$ cat src/rtl/qru_div32.sv
// Radix-2 restoring divider for DIV/DIVU/REM/REMU: one quotient bit per cycle, result after W+1 cycles.
// Divide-by-zero skips the iteration loop and completes one cycle after start.
module qru_div32 #(
   parameter int W = 32
) (
   input  logic         clk,
   input  logic         rst,
   input  logic         start,
   input  logic [1:0]   qructl,
   input  logic [W-1:0] a,
   input  logic [W-1:0] b,
   output logic [W-1:0] divres,
   output logic         busy,
   output logic         done
);

   localparam int CW = $clog2(W + 1);

   typedef enum logic [1:0] {
      S_IDLE = 2'd0,
      S_CALC = 2'd1,
      S_FIX  = 2'd2
   } state_t;

   state_t        state_q, state_d;
   logic [1:0]    op_q, op_d;
   logic          neg_a_q, neg_a_d;
   logic          neg_b_q, neg_b_d;
   logic          dz_q, dz_d;
   logic [W-1:0]  quo_q, quo_d;
   logic [W-1:0]  rem_q, rem_d;
   logic [W-1:0]  dvs_q, dvs_d;
   logic [W-1:0]  res_q, res_d;
   logic [CW-1:0] cnt_q, cnt_d;
   logic          busy_q, busy_d;
   logic          done_q, done_d;

   logic          sgn_op;
   logic [W-1:0]  abs_a, abs_b;
   logic [W:0]    shf, dif;
   logic [W-1:0]  raw_val, fix_val;
   logic          do_neg;

   always_comb begin
      sgn_op  = ~qructl[0];
      abs_a   = (sgn_op && a[W-1]) ? -a : a;
      abs_b   = (sgn_op && b[W-1]) ? -b : b;
      shf     = {rem_q, quo_q[W-1]};
      dif     = shf - {1'b0, dvs_q};
      raw_val = op_q[1] ? rem_q : quo_q;
      // Quotient sign is sign(a)^sign(b); remainder sign follows the dividend.
      do_neg  = ~dz_q & ~op_q[0] & (op_q[1] ? neg_a_q : (neg_a_q ^ neg_b_q));
      fix_val = do_neg ? -raw_val : raw_val;
   end

   always_comb begin
      state_d = state_q;
      op_d    = op_q;
      neg_a_d = neg_a_q;
      neg_b_d = neg_b_q;
      dz_d    = dz_q;
      quo_d   = quo_q;
      rem_d   = rem_q;
      dvs_d   = dvs_q;
      res_d   = res_q;
      cnt_d   = cnt_q;
      busy_d  = busy_q;
      done_d  = 1'b0;
      case (state_q)
         S_IDLE: begin
            if (start) begin
               op_d    = qructl;
               neg_a_d = sgn_op & a[W-1];
               neg_b_d = sgn_op & b[W-1];
               dvs_d   = abs_b;
               cnt_d   = CW'(W);
               busy_d  = 1'b1;
               if (b == '0) begin
                  // Special result preloaded so FIX only has to select it.
                  dz_d    = 1'b1;
                  quo_d   = '1;
                  rem_d   = a;
                  state_d = S_FIX;
               end else begin
                  dz_d    = 1'b0;
                  quo_d   = abs_a;
                  rem_d   = '0;
                  state_d = S_CALC;
               end
            end
         end
         S_CALC: begin
            quo_d = {quo_q[W-2:0], ~dif[W]};
            rem_d = dif[W] ? shf[W-1:0] : dif[W-1:0];
            cnt_d = cnt_q - CW'(1);
            if (cnt_q == CW'(1)) begin
               state_d = S_FIX;
            end
         end
         S_FIX: begin
            res_d   = fix_val;
            done_d  = 1'b1;
            busy_d  = 1'b0;
            state_d = S_IDLE;
         end
         default: begin
            busy_d  = 1'b0;
            state_d = S_IDLE;
         end
      endcase
   end

   always_ff @(posedge clk or posedge rst) begin
      if (rst) begin
         state_q <= S_IDLE;
         op_q    <= '0;
         neg_a_q <= 1'b0;
         neg_b_q <= 1'b0;
         dz_q    <= 1'b0;
         quo_q   <= '0;
         rem_q   <= '0;
         dvs_q   <= '0;
         res_q   <= '0;
         cnt_q   <= '0;
         busy_q  <= 1'b0;
         done_q  <= 1'b0;
      end else begin
         state_q <= state_d;
         op_q    <= op_d;
         neg_a_q <= neg_a_d;
         neg_b_q <= neg_b_d;
         dz_q    <= dz_d;
         quo_q   <= quo_d;
         rem_q   <= rem_d;
         dvs_q   <= dvs_d;
         res_q   <= res_d;
         cnt_q   <= cnt_d;
         busy_q  <= busy_d;
         done_q  <= done_d;
      end
   end

   assign divres = res_q;
   assign busy   = busy_q;
   assign done   = done_q;

endmodule
$ cat config.mk
export PLATFORM = sky130hd
export DESIGN_NAME = qru_div32
export DESIGN_NICKNAME = d
export VERILOG_FILES = /design/src/rtl/qru_div32.sv
export SDC_FILE = /design/constraint.sdc
export NUM_CORES = 1
export LEC_CHECK = 0
export BUFFER_PORTS_ARGS = -buffer_cell sky130_fd_sc_hd__buf_2
export CAP_MARGIN = 40
export CORE_ASPECT_RATIO = 0.8
export CORE_MARGIN = 5
export CORE_UTILIZATION = 45
export CTS_CLUSTER_DIAMETER = 50
export DETAILED_ROUTE_END_ITERATION = 8
export PLACE_DENSITY_LB_ADDON = 0.12
export SLEW_MARGIN = 10
export SYNTH_ARGS = -nofsm -noshare
export SYNTH_HDL_FRONTEND = slang
export SYNTH_SLANG_ARGS = --single-unit
$ cat constraint.sdc
create_clock -name clk -period 6.6 [get_ports clk]
set_clock_uncertainty 0.2 [all_clocks]
set_input_delay 1.32 -clock clk [delete_from_list [all_inputs] [get_ports clk]]
set_output_delay 1.32 -clock clk [all_outputs]
set_load 0.05 [all_outputs]
==> results of run 1 <==
-- critical path, delay by kind of cell, from the launching register on --
| family | cells | cell delay [ps] |
|---|---|---|
| flip-flops | 1 | 350 |
| AND/OR/NAND/NOR | 3 | 410 |
| buffers and inverters | 2 | 530 |
| multiplexers | 1 | 390 |
| adder cells (fa/ha/maj) | 2 | 660 |
| AO/OA/AOI/OAI | 5 | 1590 |
-- power breakdown --
| part | internal, mW | switching [mW] | total, mW |
|---|---|---|---|
| clock | 0.675 | 0.392 | 1.07 |
| combinational | 1.85 | 2.70 | 4.56 |
| sequential | 1.31 | 0.474 | 1.78 |
-- cell usage after synthesis (3+ instances only) --
library cell	number	area [sq um]
nor2b_1	9	56.30
or3_1	4	25.02
and4_1	6	52.55
a221oi_1	21	183.9
a21o_1	17	127.6
inv_1	58	217.7
nand3_1	15	75.07
o311ai_0	5	43.79
mux2i_1	35	350.3
nand2b_1	13	81.33
or4_4	3	33.78
nand2_1	157	589.3
a211oi_1	4	30.03
nand4_1	4	25.02
xor2_1	51	446.7
nor4_1	7	43.79
or2_2	3	18.77
a31oi_1	20	125.1
nor2_1	95	356.6
and2_1	8	50.05
a311oi_1	3	26.28
o31ai_1	12	90.09
o2111ai_1	3	26.28
o211ai_1	4	30.03
xnor2_1	65	569.3
o22ai_1	24	150.1
ha_1	37	462.9
a21oi_1	114	570.6
and3_1	27	168.9
clkbuf_1	53	198.9
o21ai_0	120	600.6
buf_6	6	67.56
mux2_2	8	90.09
o21ai_1	17	85.08
o21a_1	5	37.54
o21bai_1	5	37.54
buf_2	16	80.08
nor3b_1	8	60.06
dfrtp_1	143	3578
mux2_1	9	101.4
o41ai_1	5	43.79
nor3_1	32	160.2
-- cell usage in the layout (no fill, tap or decap), drive strengths merged, types with 4 or more instances in the layout --
| cell | n |
|---|---|
| a211oi | 5 |
| a21o | 17 |
| a21oi | 114 |
| a221oi | 21 |
| a31oi | 20 |
| and2 | 9 |
| and3 | 29 |
| and4 | 6 |
| buf | 116 |
| bufinv | 5 |
| clkbuf | 20 |
| dfrtp | 143 |
| ha | 37 |
| inv | 60 |
| mux2 | 17 |
| mux2i | 35 |
| nand2 | 158 |
| nand2b | 13 |
| nand3 | 15 |
| nand4 | 4 |
| nor2 | 96 |
| nor2b | 9 |
| nor3 | 33 |
| nor3b | 9 |
| nor4 | 8 |
| o211ai | 4 |
| o21a | 5 |
| o21ai | 137 |
| o21bai | 5 |
| o22ai | 24 |
| o311ai | 6 |
| o31ai | 12 |
| o41ai | 6 |
| or3 | 5 |
| xnor2 | 65 |
| xor2 | 51 |
-- metal layers --
layer  routed length (um)  vias up  global-route usage
li1                     -     4673                   -
met1                14850     4176              0.3438
met2                11570      276              0.3046
met3                 1869       20             0.03465
met4                  300        0             0.05064
met5                    0        -                   0
-- worst max-delay path by stage --
stage	startpoint	to	slack, ps	cells after the start
floorplan	rst	busy	1240	1
global route	quo_q[31]	rem_q[6]	2060	13
CTS	quo_q[31]	rem_q[6]	2350	13
global placement	b[6]	rem_q[31]	2210	10
detailed placement	b[6]	rem_q[29]	2150	10
finish	quo_q[31]	rem_q[6]	2340	13
-- through the flow --
step           power, mW  std cells
5_1_grt            8.062       1665
6_report           7.410       1665
4_1_cts            7.401       1664
2_1_floorplan      5.298       1284
3_3_place_gp       6.218       1627
3_5_place_dp       6.291       1632
-- flip-flops by register name (all words and copies together), names as in the netlist --
register	cells
done	1
cnt_q	6
rem_q	32
neg_b_q	1
quo_q	32
busy	1
state_q	2
dz_q	1
dvs_q	32
divres	32
op_q	2
neg_a_q	1
-- cells by family after synthesis --
family	count (synthesis)	share of synthesized area
and+or+nand+nor	405	0.1866
AOI/OAI and AO/OA	393	0.2251
DFF	143	0.3388
buffers and inverters	137	0.05627
xor gates and xnor gates	116	0.09620
muxes	52	0.05130
adders and majority gates	38	0.04573
-- layout make-up --
type	instances	area share
multi-input combinational	1004	0.5374
tap	312	0.03276
sequential	143	0.3004
inverter	58	0.01869
clock inverter	12	0.01754
clock buffer	20	0.03665
timing repair buffer	116	0.05649
==> metrics.csv, run 1 <==
stage,metric,value,unit
outcome,status,finished clean,
die,Die Span X,181.3,um
global_routing,GRT overflow,0,
setup_path,"reg-to-reg slack, setup",2340,ps
run,max-cap violation count,0,
setup_path,r2r startpoint,quo_q[31],
route,first-pass iteration count of the detailed router,4,
timing,Slew Limit Headroom,0.3865,
route,initial DRC count,676,
final_layout,register area,3580,sq um
die,Rows,50,
route,post-DR vias/cell,5.492,
synthesis,net count after synthesis,1391,
hold_path,Hold Crit Start,cnt_q[4],
timing,worst hold slack,268.1,ps
setup_path,Worst R2R Path Depth,13,
die,num ports,103,
timing,Finish-stage setup viols,0,
clock_tree,TritonCTS Buffers,17,
hold_path,Hold Crit Class,flip-flop to flip-flop,
clock_tree,clock latency at the later pin of the worst-skew pair,430,ps
synthesis,Post-Syn Area,10560,sq um
clock_tree,H-tree depth,4,
clock_tree,clk buf depth,2,
final_layout,multi-input logic area,6404,sq um
setup_path,CP most frequent cell,nor2_1,
synthesis,Post-synth EDFFs,0,
synthesis,Yosys reg bits,143,
hold_path,hold path depth,1,
placed_design,HPWL after DPL,21460,um
timing,final period utilization,0.6461,
final_layout,layout cells sized above 1,0.1323,
die,Die H,147.0,um
power,Worst VDD drop,0.0002397,V
synthesis,post-synthesis cell count,1284,
final_layout,P&R area growth vs syn,12.82,%
clock_tree,cts-stage hold buffer count,0,
clock_tree,post-CTS sizing,0,
final_layout,Diodes inserted,0,
clock_tree,TritonCTS clock tree,yes,
global_routing,Tot GR Track Use,0.2161,
hold_path,Hold EP,cnt_q[4],
clock_tree,"Reg clk slew, reported paths",60,ps
setup_path,"critical path, cell by cell",inv_1 -> ha_1 -> fa_1 -> nand2b_1 -> a21o_1 -> a311o_1 -> a211oi_2 -> nor2_1 -> o311ai_4 -> buf_4 -> mux2_2 -> a221oi_1 -> nor2_1,
timing,setup_tns,0,ps
synthesis,Async SR Flop Fraction,1.000,
die,core area,23270,sq um
route,Residual DRC,0,
timing,fin crit period,4264,ps
synthesis,register area share after synthesis,0.3388,
final_layout,Layout Nets,1447,
synthesis,Synth Flop Type,dfrtp_1,
final_layout,fin area,11920,sq um
setup_path,crit path capture type,flip-flop,
global_routing,vias in the first global route,8791,
placed_design,Placed Instance Area,11240,sq um
final_layout,final core occ,0.5120,
setup_path,crit path DAT,4370,ps
clock_tree,Root Driver,clkbuf_16,
die,Initial Util,0.4538,
timing,final setup margin,2336,ps
route,Detail Route Antenna Nets,0,
synthesis,syn avg cell area,8.225,sq um
global_routing,initial antenna violation count,0,
setup_path,CP max-delay cell,o311ai_4,
route,DR WL/cell,17.17,um
placed_design,pre-CTS setup slack,2146,ps
synthesis,Ys Warns,0,
timing,final-report hold violation count,0,
final_layout,Fill cells,2254,
power,Static Leakage,5.402,nW
global_routing,first-pass GRT wire length,47140,um
route,WL final,28590,um
clock_tree,Sink Count,143,
die,die area,26650,sq um
route,DR vias,9145,
placed_design,Placer Congestion,0.8888,
timing,Worst Max-Slew Pin Slew,913.3,ps
clock_tree,post-CTS setup buffers,0,
setup_path,crit-path max FO,22,
timing,Final Max Tran Viols,0,
setup_path,r2r endpoint,rem_q[6],
placed_design,PortBufs,102,
timing,unrepaired setup endpoints after global routing,no,
synthesis,Synth cell types,72,
setup_path,Worst EP required,6700,ps
power,PD cells,621.9,nW/um^2
global_routing,largest net degree at the start of global routing,99,
timing,f_max,0.2345,GHz
setup_path,startpoint types,flip-flop,
setup_path,WS Path Type,flip-flop to flip-flop,
setup_path,max incr delay on CP,460,ps
Power figures use the tool's default switching activity.
==> run 2: changes to the inputs <==
==> constraint.sdc (replaced) <==
create_clock -name clk -period 4.05 [get_ports clk]
set_clock_uncertainty 0.2 [all_clocks]
set_input_delay 0.81 -clock clk [delete_from_list [all_inputs] [get_ports clk]]
set_output_delay 0.81 -clock clk [all_outputs]
set_load 0.05 [all_outputs]
==> run 2 against run 1 <==
Effect of this change: register-to-register slack lost 2100 ps; final area rose by 0.70%; first-iteration DRC count increased by 14%; largest cell class unchanged; clock-buffer cell count is 2 lower; global-route usage grew 0.53 points; critical endpoint is now rem_q[18]; power increased by 65%; critical path depth is the same; combinational power up 72%; largest power group unchanged; utilization up 0.36 points.
==> metrics.csv, run 2 (synthesis results as in run 1) <==
stage,metric,value,unit,change
global_routing,largest net degree at the start of global routing,65,,-34%
timing,Finish-stage setup viols,0,,unchanged
placed_design,PortBufs,102,,unchanged
die,num ports,103,,unchanged
timing,setup_tns,0,ps,unchanged
route,Detail Route Antenna Nets,0,,unchanged
global_routing,GRT overflow,0,,unchanged
placed_design,HPWL after DPL,22790,um,+6.2%
global_routing,busiest grt layer,met1,,
final_layout,"Cell Count, Final, Fillers Out",1686,,+1.3%
final_layout,fin area,12000,sq um,+0.70%
power,Worst VDD drop,0.0005404,V,+130%
die,Die Span X,181.3,um,unchanged
clock_tree,clk buf depth,2,,unchanged
clock_tree,TritonCTS clock tree,yes,,
setup_path,CP most frequent cell,nor2_1,,
final_layout,layout cells sized above 1,0.1470,,+0.01472
final_layout,final core occ,0.5156,,+0.003602
setup_path,crit path capture type,flip-flop,,
final_layout,"most common cell after layout, fill and taps aside",nand2_1,,
setup_path,WS Path Type,flip-flop to flip-flop,,
global_routing,M3 GR Usage,0.03886,,+0.004208
timing,Final Max Tran Viols,0,,unchanged
timing,final-report hold violation count,0,,unchanged
setup_path,CP bufs+invs,2,,unchanged
clock_tree,TritonCTS Buffers,17,,unchanged
route,WL final,29800,um,+4.2%
run,max-cap violation count,0,,unchanged
power,Pint,6.138,mW,+60%
global_routing,first-pass GRT wire length,47950,um,+1.7%
clock_tree,Root Driver,clkbuf_16,,
power,Static Leakage,5.471,nW,+1.3%
power,Clock power frac,0.130,,-0.014
final_layout,Layout Nets,1468,,+1.5%
final_layout,most frequent cells in the layout,"nand2_1, dfrtp_1, o21ai_0",,
power,switching part of the total,0.4972,,+0.01532
die,core area,23270,sq um,unchanged
route,post-DR vias/cell,5.566,,+1.3%
clock_tree,clock latency at the later pin of the worst-skew pair,440,ps,about the same
die,die area,26650,sq um,unchanged
route,first-pass iteration count of the detailed router,7,,+3
timing,Worst Max-Slew Pin Slew,919.4,ps,+6.073 ps
outcome,status,finished clean,,
setup_path,"critical path, cell by cell",inv_1 -> ha_1 -> fa_1 -> nand2b_1 -> a21o_1 -> a311o_1 -> a211oi_2 -> nor2_1 -> o311ai_4 -> buf_6 -> mux2_1 -> a221oi_1 -> nor2_1,,
die,Die H,147.0,um,unchanged
global_routing,initial antenna violation count,0,,unchanged
power,logic gate share of total power,0.641,,+0.026
final_layout,P&R area growth vs syn,13.61,%,
power,Sequential Power Share,0.229,,-0.012
setup_path,startpoint types,flip-flop,,
setup_path,family with the most delay on the worst path,compound AO/OA/AOI/OAI gates,,
clock_tree,"Reg clk slew, reported paths",70,ps,about the same
power,PD cells,1017,nW/um^2,+64%
power,total power,12.21,mW,+65%
setup_path,crit-path max FO,21,,-4.5%
route,DR WL/cell,17.67,um,+2.9%
die,Rows,50,,unchanged
hold_path,Hold Crit Class,flip-flop to flip-flop,,
route,Residual DRC,0,,unchanged
global_routing,GR Util met1,0.3570,,+0.01322
route,initial DRC count,771,,+14%
setup_path,crit path DAT,3900,ps,-470 ps
die,Initial Util,0.4538,,unchanged
clock_tree,Sink Count,143,,unchanged
timing,f_max,0.2638,GHz,+12%
placed_design,Placed Instance Area,11420,sq um,+1.6%
setup_path,Worst EP required,4160,ps,-2540 ps
timing,final period utilization,0.9360,,+0.2899
route,DR vias,9384,,+2.6%
timing,unrepaired setup endpoints after global routing,no,,
setup_path,max incr delay on CP,400,ps,-60 ps
power,Switch Pwr,6.069,mW,+70%
timing,fin crit period,3791,ps,-473.4 ps
placed_design,Placer Congestion,0.9255,,+4.1%
final_layout,Diodes inserted,0,,unchanged
clock_tree,cts-stage hold buffer count,0,,unchanged
global_routing,Tot GR Track Use,0.2214,,+0.005344
placed_design,Inst Count DP,1654,,+1.3%
global_routing,M2 GR Usage,0.3052,,+0.0005593
clock_tree,H-tree depth,4,,unchanged
timing,Slew Limit Headroom,0.3848,,-0.001628
setup_path,CP max-delay cell,fa_1,,
global_routing,vias in the first global route,8591,,-2.3%
-- run 2: changes by cell type in the layout (fill, tap and decap cells not counted), sizes merged --
cell / previous run / this run
clkinvlp: 2 / 4
clkbuf: 20 / 18
inv: 60 / 65
buf: 116 / 137
clkinv: 3 / 2
bufinv: 5 / 1
-- run 2: worst reg2reg max path: stages (launching register included) --
cell and delay, ps:
dfrtp_1 350, inv_1 80, ha_1 230, fa_1 400, nand2b_1 180, a21o_1 210
a311o_1 330, a211oi_2 300, nor2_1 150, o311ai_4 260, buf_6 280, mux2_1 360
a221oi_1 270, nor2_1 60
-- run 2: power groups by stage --
| stage | Clock (mW) | Sequential, mW | Combinational, mW |
|---|---|---|---|
| 5_1_grt | 1.67 | 2.89 | 8.65 |
| 3_3_place_gp | 0 | 2.78 | 7.66 |
| 2_1_floorplan | 0 | 3.10 | 5.54 |
| 4_1_cts | 1.61 | 2.78 | 7.74 |
| 3_5_place_dp | 0 | 2.81 | 7.69 |
| 6_report | 1.58 | 2.80 | 7.83 |
-- run 2: area by class of cell --
type / count / area, sq um
fill: 2333 / 11270
timing repair buffer: 137 / 827.0
clock inverter: 14 / 147.6
clock buffer: 18 / 429.2
inverter: 58 / 221.5
tap: 312 / 390.4
sequential: 143 / 3580
multi-input combinational: 1004 / 6404
-- run 2: path summary, 6_finish.rpt --
check	start	end	slack [ps]	depth (start not counted)
max	quo_q[31]	rem_q[18]	260	13
min	divres[17]	divres[17]	270	2
max reg2reg	quo_q[31]	rem_q[18]	260	13
min reg2reg	divres[17]	divres[17]	270	2
max in group asynchronous	rst	cnt_q[5]	2500	3
min in group asynchronous	rst	dvs_q[5]	320	2
-- run 2: repair_timing --
item                                    4_1_cts  5_1_grt
buffers inserted                              0        0
endpoints found under the setup margin        0        7
gates resized for setup                       0        1
-- run 2: layer usage --
layer | wire length (um) | share of wire | vias to the layer above
li1 | - | - | 4734
met1 | 15430 | 0.52 | 4297
met2 | 11790 | 0.40 | 320
met3 | 2108 | 0.071 | 33
met4 | 468 | 0.016 | 0
met5 | 0 | 0 | -
-- run 2: through the flow --
step                setup WS [ps]  hold slack (ps)
floorplan                   696.7            236.9
global placement            340.4            255.5
detailed placement          239.9            261.5
CTS                         222.6            275.3
global route                18.10            302.1
finish                      259.0            272.5
==> run 3: changes to the inputs <==
--- a/config.mk
+++ b/config.mk
@@ -5,6 +5,7 @@
 export SDC_FILE = /design/constraint.sdc
 export NUM_CORES = 1
 export LEC_CHECK = 0
+export ABC_AREA = 1
 export BUFFER_PORTS_ARGS = -buffer_cell sky130_fd_sc_hd__buf_2
 export CAP_MARGIN = 40
 export CORE_ASPECT_RATIO = 0.8
==> run 3 against run 2 <==
Effect of this change: non-clock buffer count fell by 11; sequential share of layout area fell by 3.8 points; area after synthesis rose by 17%; wire length rose by 34%; clock-buffer cell count rose by 1; setup slack improved by 790 ps; combinational power rose by 24%; critical path depth rose by 5; critical endpoint is now rem_q[31].
==> metrics.csv, run 3 <==
stage,metric,value,unit,change
die,Rows,54,,+8.0%
die,Die Span X,194.9,um,+7.5%
run,max-cap violation count,0,,unchanged
route,first-pass iteration count of the detailed router,5,,-2
clock_tree,Sink Count,143,,unchanged
setup_path,crit path capture type,flip-flop,,
clock_tree,clock latency at the later pin of the worst-skew pair,440,ps,about the same
synthesis,syn avg cell area,6.216,sq um,-24%
clock_tree,Root Driver,clkbuf_16,,
power,PD cells,1028,nW/um^2,+1.0%
synthesis,synth top area cells,"dfrtp_1, nand2_1, inv_1, nor2_1, nand3_1",,
setup_path,CP bufs+invs,2,,unchanged
synthesis,Synth Flop Type,dfrtp_1,,
route,routed length on met1,19940,um,+29%
final_layout,P&R area growth vs syn,11.92,%,
synthesis,Post-synth EDFFs,0,,unchanged
final_layout,most frequent cells in the layout,"nand2_1, inv_1, nor2_1",,
final_layout,"Cell Count, Final, Fillers Out",2437,,+45%
setup_path,Worst Setup EP,rem_q[31],,
placed_design,HPWL after DPL,31610,um,+39%
timing,f_max,0.3328,GHz,+26%
setup_path,WS Path Type,flip-flop to flip-flop,,
final_layout,"most common cell after layout, fill and taps aside",nand2_1,,
timing,Worst Max-Slew Pin Slew,859.0,ps,-60.36 ps
synthesis,Synth top cells by count,"nand2_1, inv_1, nor2_1, dfrtp_1, nand3_1",,
route,DR WL/cell,16.44,um,-7.0%
setup_path,startpoint types,flip-flop,,
setup_path,CP max-delay cell,fa_1,,
timing,final period utilization,0.7418,,-0.1942
clock_tree,post-CTS setup buffers,0,,unchanged
final_layout,Layout Nets,2167,,+48%
global_routing,first-pass GRT wire length,64310,um,+34%
synthesis,post-synth top area share,0.2907,,-0.04808
synthesis,register area share after synthesis,0.2907,,-0.04808
power,Static Leakage,7.451,nW,+36%
timing,Final Max Tran Viols,0,,unchanged
synthesis,post-synthesis cell count,1980,,+54%
global_routing,initial antenna violation count,1,,+1
route,top routing layer used,met5,,
setup_path,crit path DAT,3170,ps,-730 ps
synthesis,biggest area consumer among synthesized cells,dfrtp_1,,
clock_tree,TritonCTS Buffers,17,,unchanged
synthesis,Post-Syn Area,12310,sq um,+17%
placed_design,Placer Congestion,0.9163,,-0.99%
setup_path,"critical path, cell by cell",inv_1 -> ha_1 -> fa_1 -> inv_1 -> nand3_1 -> nand2_1 -> nand2_1 -> nand2_1 -> nand2_1 -> nand2_2 -> nand2_2 -> nand2_2 -> nand2_1 -> nand2_2 -> nor2_1 -> nor2_1 -> nor2_1 -> nor2_1,,
timing,final-report hold violation count,0,,unchanged
setup_path,Setup crit start,quo_q[31],,
clock_tree,H-tree depth,4,,unchanged
synthesis,Ys Warns,0,,unchanged
die,die area,30780,sq um,+15%
timing,setup_tns,0,ps,unchanged
setup_path,Worst EP required,4220,ps,+60 ps
timing,unrepaired setup endpoints after global routing,no,,
global_routing,GRT overflow,0,,unchanged
timing,fin crit period,3004,ps,-786.6 ps
timing,Slew Limit Headroom,0.4267,,+0.04187
setup_path,"reg-to-reg slack, setup",1050,ps,+790 ps
setup_path,crit-path max FO,26,,+24%
synthesis,Synth cell types,54,,-25%
setup_path,family with the most delay on the worst path,simple AND/OR/NAND/NOR gates,,
setup_path,Worst path depth,18,,+5
route,Detail Route Antenna Nets,0,,unchanged
route,Residual DRC,0,,unchanged
route,WL final,40060,um,+34%
synthesis,Yosys reg bits,143,,unchanged
hold_path,Hold Crit Class,input port to asynchronous set/reset pin,,
clock_tree,clk buf depth,2,,unchanged
setup_path,Worst R2R Path Depth,18,,+5
outcome,status,finished clean,,
clock_tree,TritonCTS clock tree,yes,,
route,DR vias,12780,,+36%
route,initial DRC count,1266,,+64%
synthesis,Async SR Flop Fraction,1.000,,unchanged
timing,Finish-stage setup viols,0,,unchanged
setup_path,CP most frequent cell,nand2_1,,
die,Initial Util,0.4543,,+0.0004638
route,post-DR vias/cell,5.246,,-5.8%
setup_path,max incr delay on CP,410,ps,about the same
clock_tree,cts-stage hold buffer count,0,,unchanged
global_routing,vias in the first global route,11920,,+39%
placed_design,PortBufs,102,,unchanged
final_layout,layout cells sized above 1,0.1081,,-0.03896
die,core area,27090,sq um,+16%
placed_design,Inst Count DP,2405,,+45%
route,WL met2,16740,um,+42%
synthesis,most common cell in the netlist,nand2_1,,
die,num ports,103,,unchanged
global_routing,largest net degree at the start of global routing,64,,-1.5%
final_layout,Diodes inserted,0,,unchanged
setup_path,r2r startpoint,quo_q[31],,
clock_tree,post-CTS sizing,0,,unchanged
die,Die H,157.9,um,+7.4%
power,Worst VDD drop,0.0004655,V,-14%
global_routing,Tot GR Track Use,0.2625,,+0.04108
route,wire length on met3,2925,um,+39%
setup_path,r2r endpoint,rem_q[31],,
synthesis,net count after synthesis,2087,,+50%
clock_tree,"Reg clk slew, reported paths",60,ps,about the same
run 3: cell types whose count changed after synthesis, sizes merged, moves of 28 or more:
cell,delta
xnor2,-56
nand2,+490
and3,-28
nand3,+119
mux2i,-35
inv,+274
a21oi,-28
nor2,+95
run 3: stage by stage:
stage          cell area, sq um  power (mW)  worst slack [ps]  utilization  hold WS [ps]
3_5_place_dp              13160       12.43             826.3       0.4858         261.4
4_1_cts                   13780       14.16              1042       0.5085         240.7
6_report                  13780       14.16              1046       0.5085         237.0
5_1_grt                   13780       15.63             730.9       0.5085         266.0
2_1_floorplan             12310       10.01              1249            -         248.8
3_3_place_gp              13140       12.32             872.3       0.4848         259.0
run 3: worst register-to-register path, stage by stage (launching register included):
cell and delay (ps):
dfrtp_1 380, inv_1 70, ha_1 220, fa_1 410, inv_1 90, nand3_1 70
nand2_1 160, nand2_1 70, nand2_1 140, nand2_1 80, nand2_2 80, nand2_2 80
nand2_2 90, nand2_1 70, nand2_2 400, nor2_1 100, nor2_1 120, nor2_1 40
nor2_1 80
run 3: worst min path at each step:
| stage | startpoint | to | cells past startpoint |
|---|---|---|---|
| 2_1_floorplan | quo_q[26] | quo_q[26] | 2 |
| 3_3_place_gp | divres[31] | divres[31] | 2 |
| 3_5_place_dp | divres[24] | divres[24] | 2 |
| 4_1_cts | rst | divres[2] | 2 |
| 5_1_grt | rst | divres[2] | 2 |
| 6_report | rst | divres[2] | 2 |
run 3: metal layers:
metal / vias to the layer above / global-route usage
met3: 33 / 0.04745
met5: - / 0
met4: 2 / 0.04586
met1: 5972 / 0.4009
li1: 6384 / -
met2: 393 / 0.3932
run 3: final cells by class:
type	count	area [sq um]
Tap cell	364	455.4
Clock inverter	13	160.2
Multi-Input combinational cell	1439	7126
Timing Repair Buffer	126	748.2
Clock buffer	19	452.9
Inverter	333	1254
Sequential cell	143	3580
Fill cell	2856	13320
run 3: cells by family (layout without fill, tap and decap cells):
| kind of cell | after synthesis | after routing | synth area share |
|---|---|---|---|
| flops | 143 | 143 | 0.2907 |
| buf+inv | 398 | 491 | 0.1311 |
| simple gates | 1043 | 1043 | 0.3577 |
| fa+ha+maj | 38 | 38 | 0.03924 |
| compound gates | 290 | 290 | 0.1328 |
| xor+xnor | 68 | 68 | 0.04839 |
run 3: where the power goes:
group          internal [mW]  switching [mW]
sequential              2.15           0.615
clock                   1.00           0.679
combinational           3.05            6.66
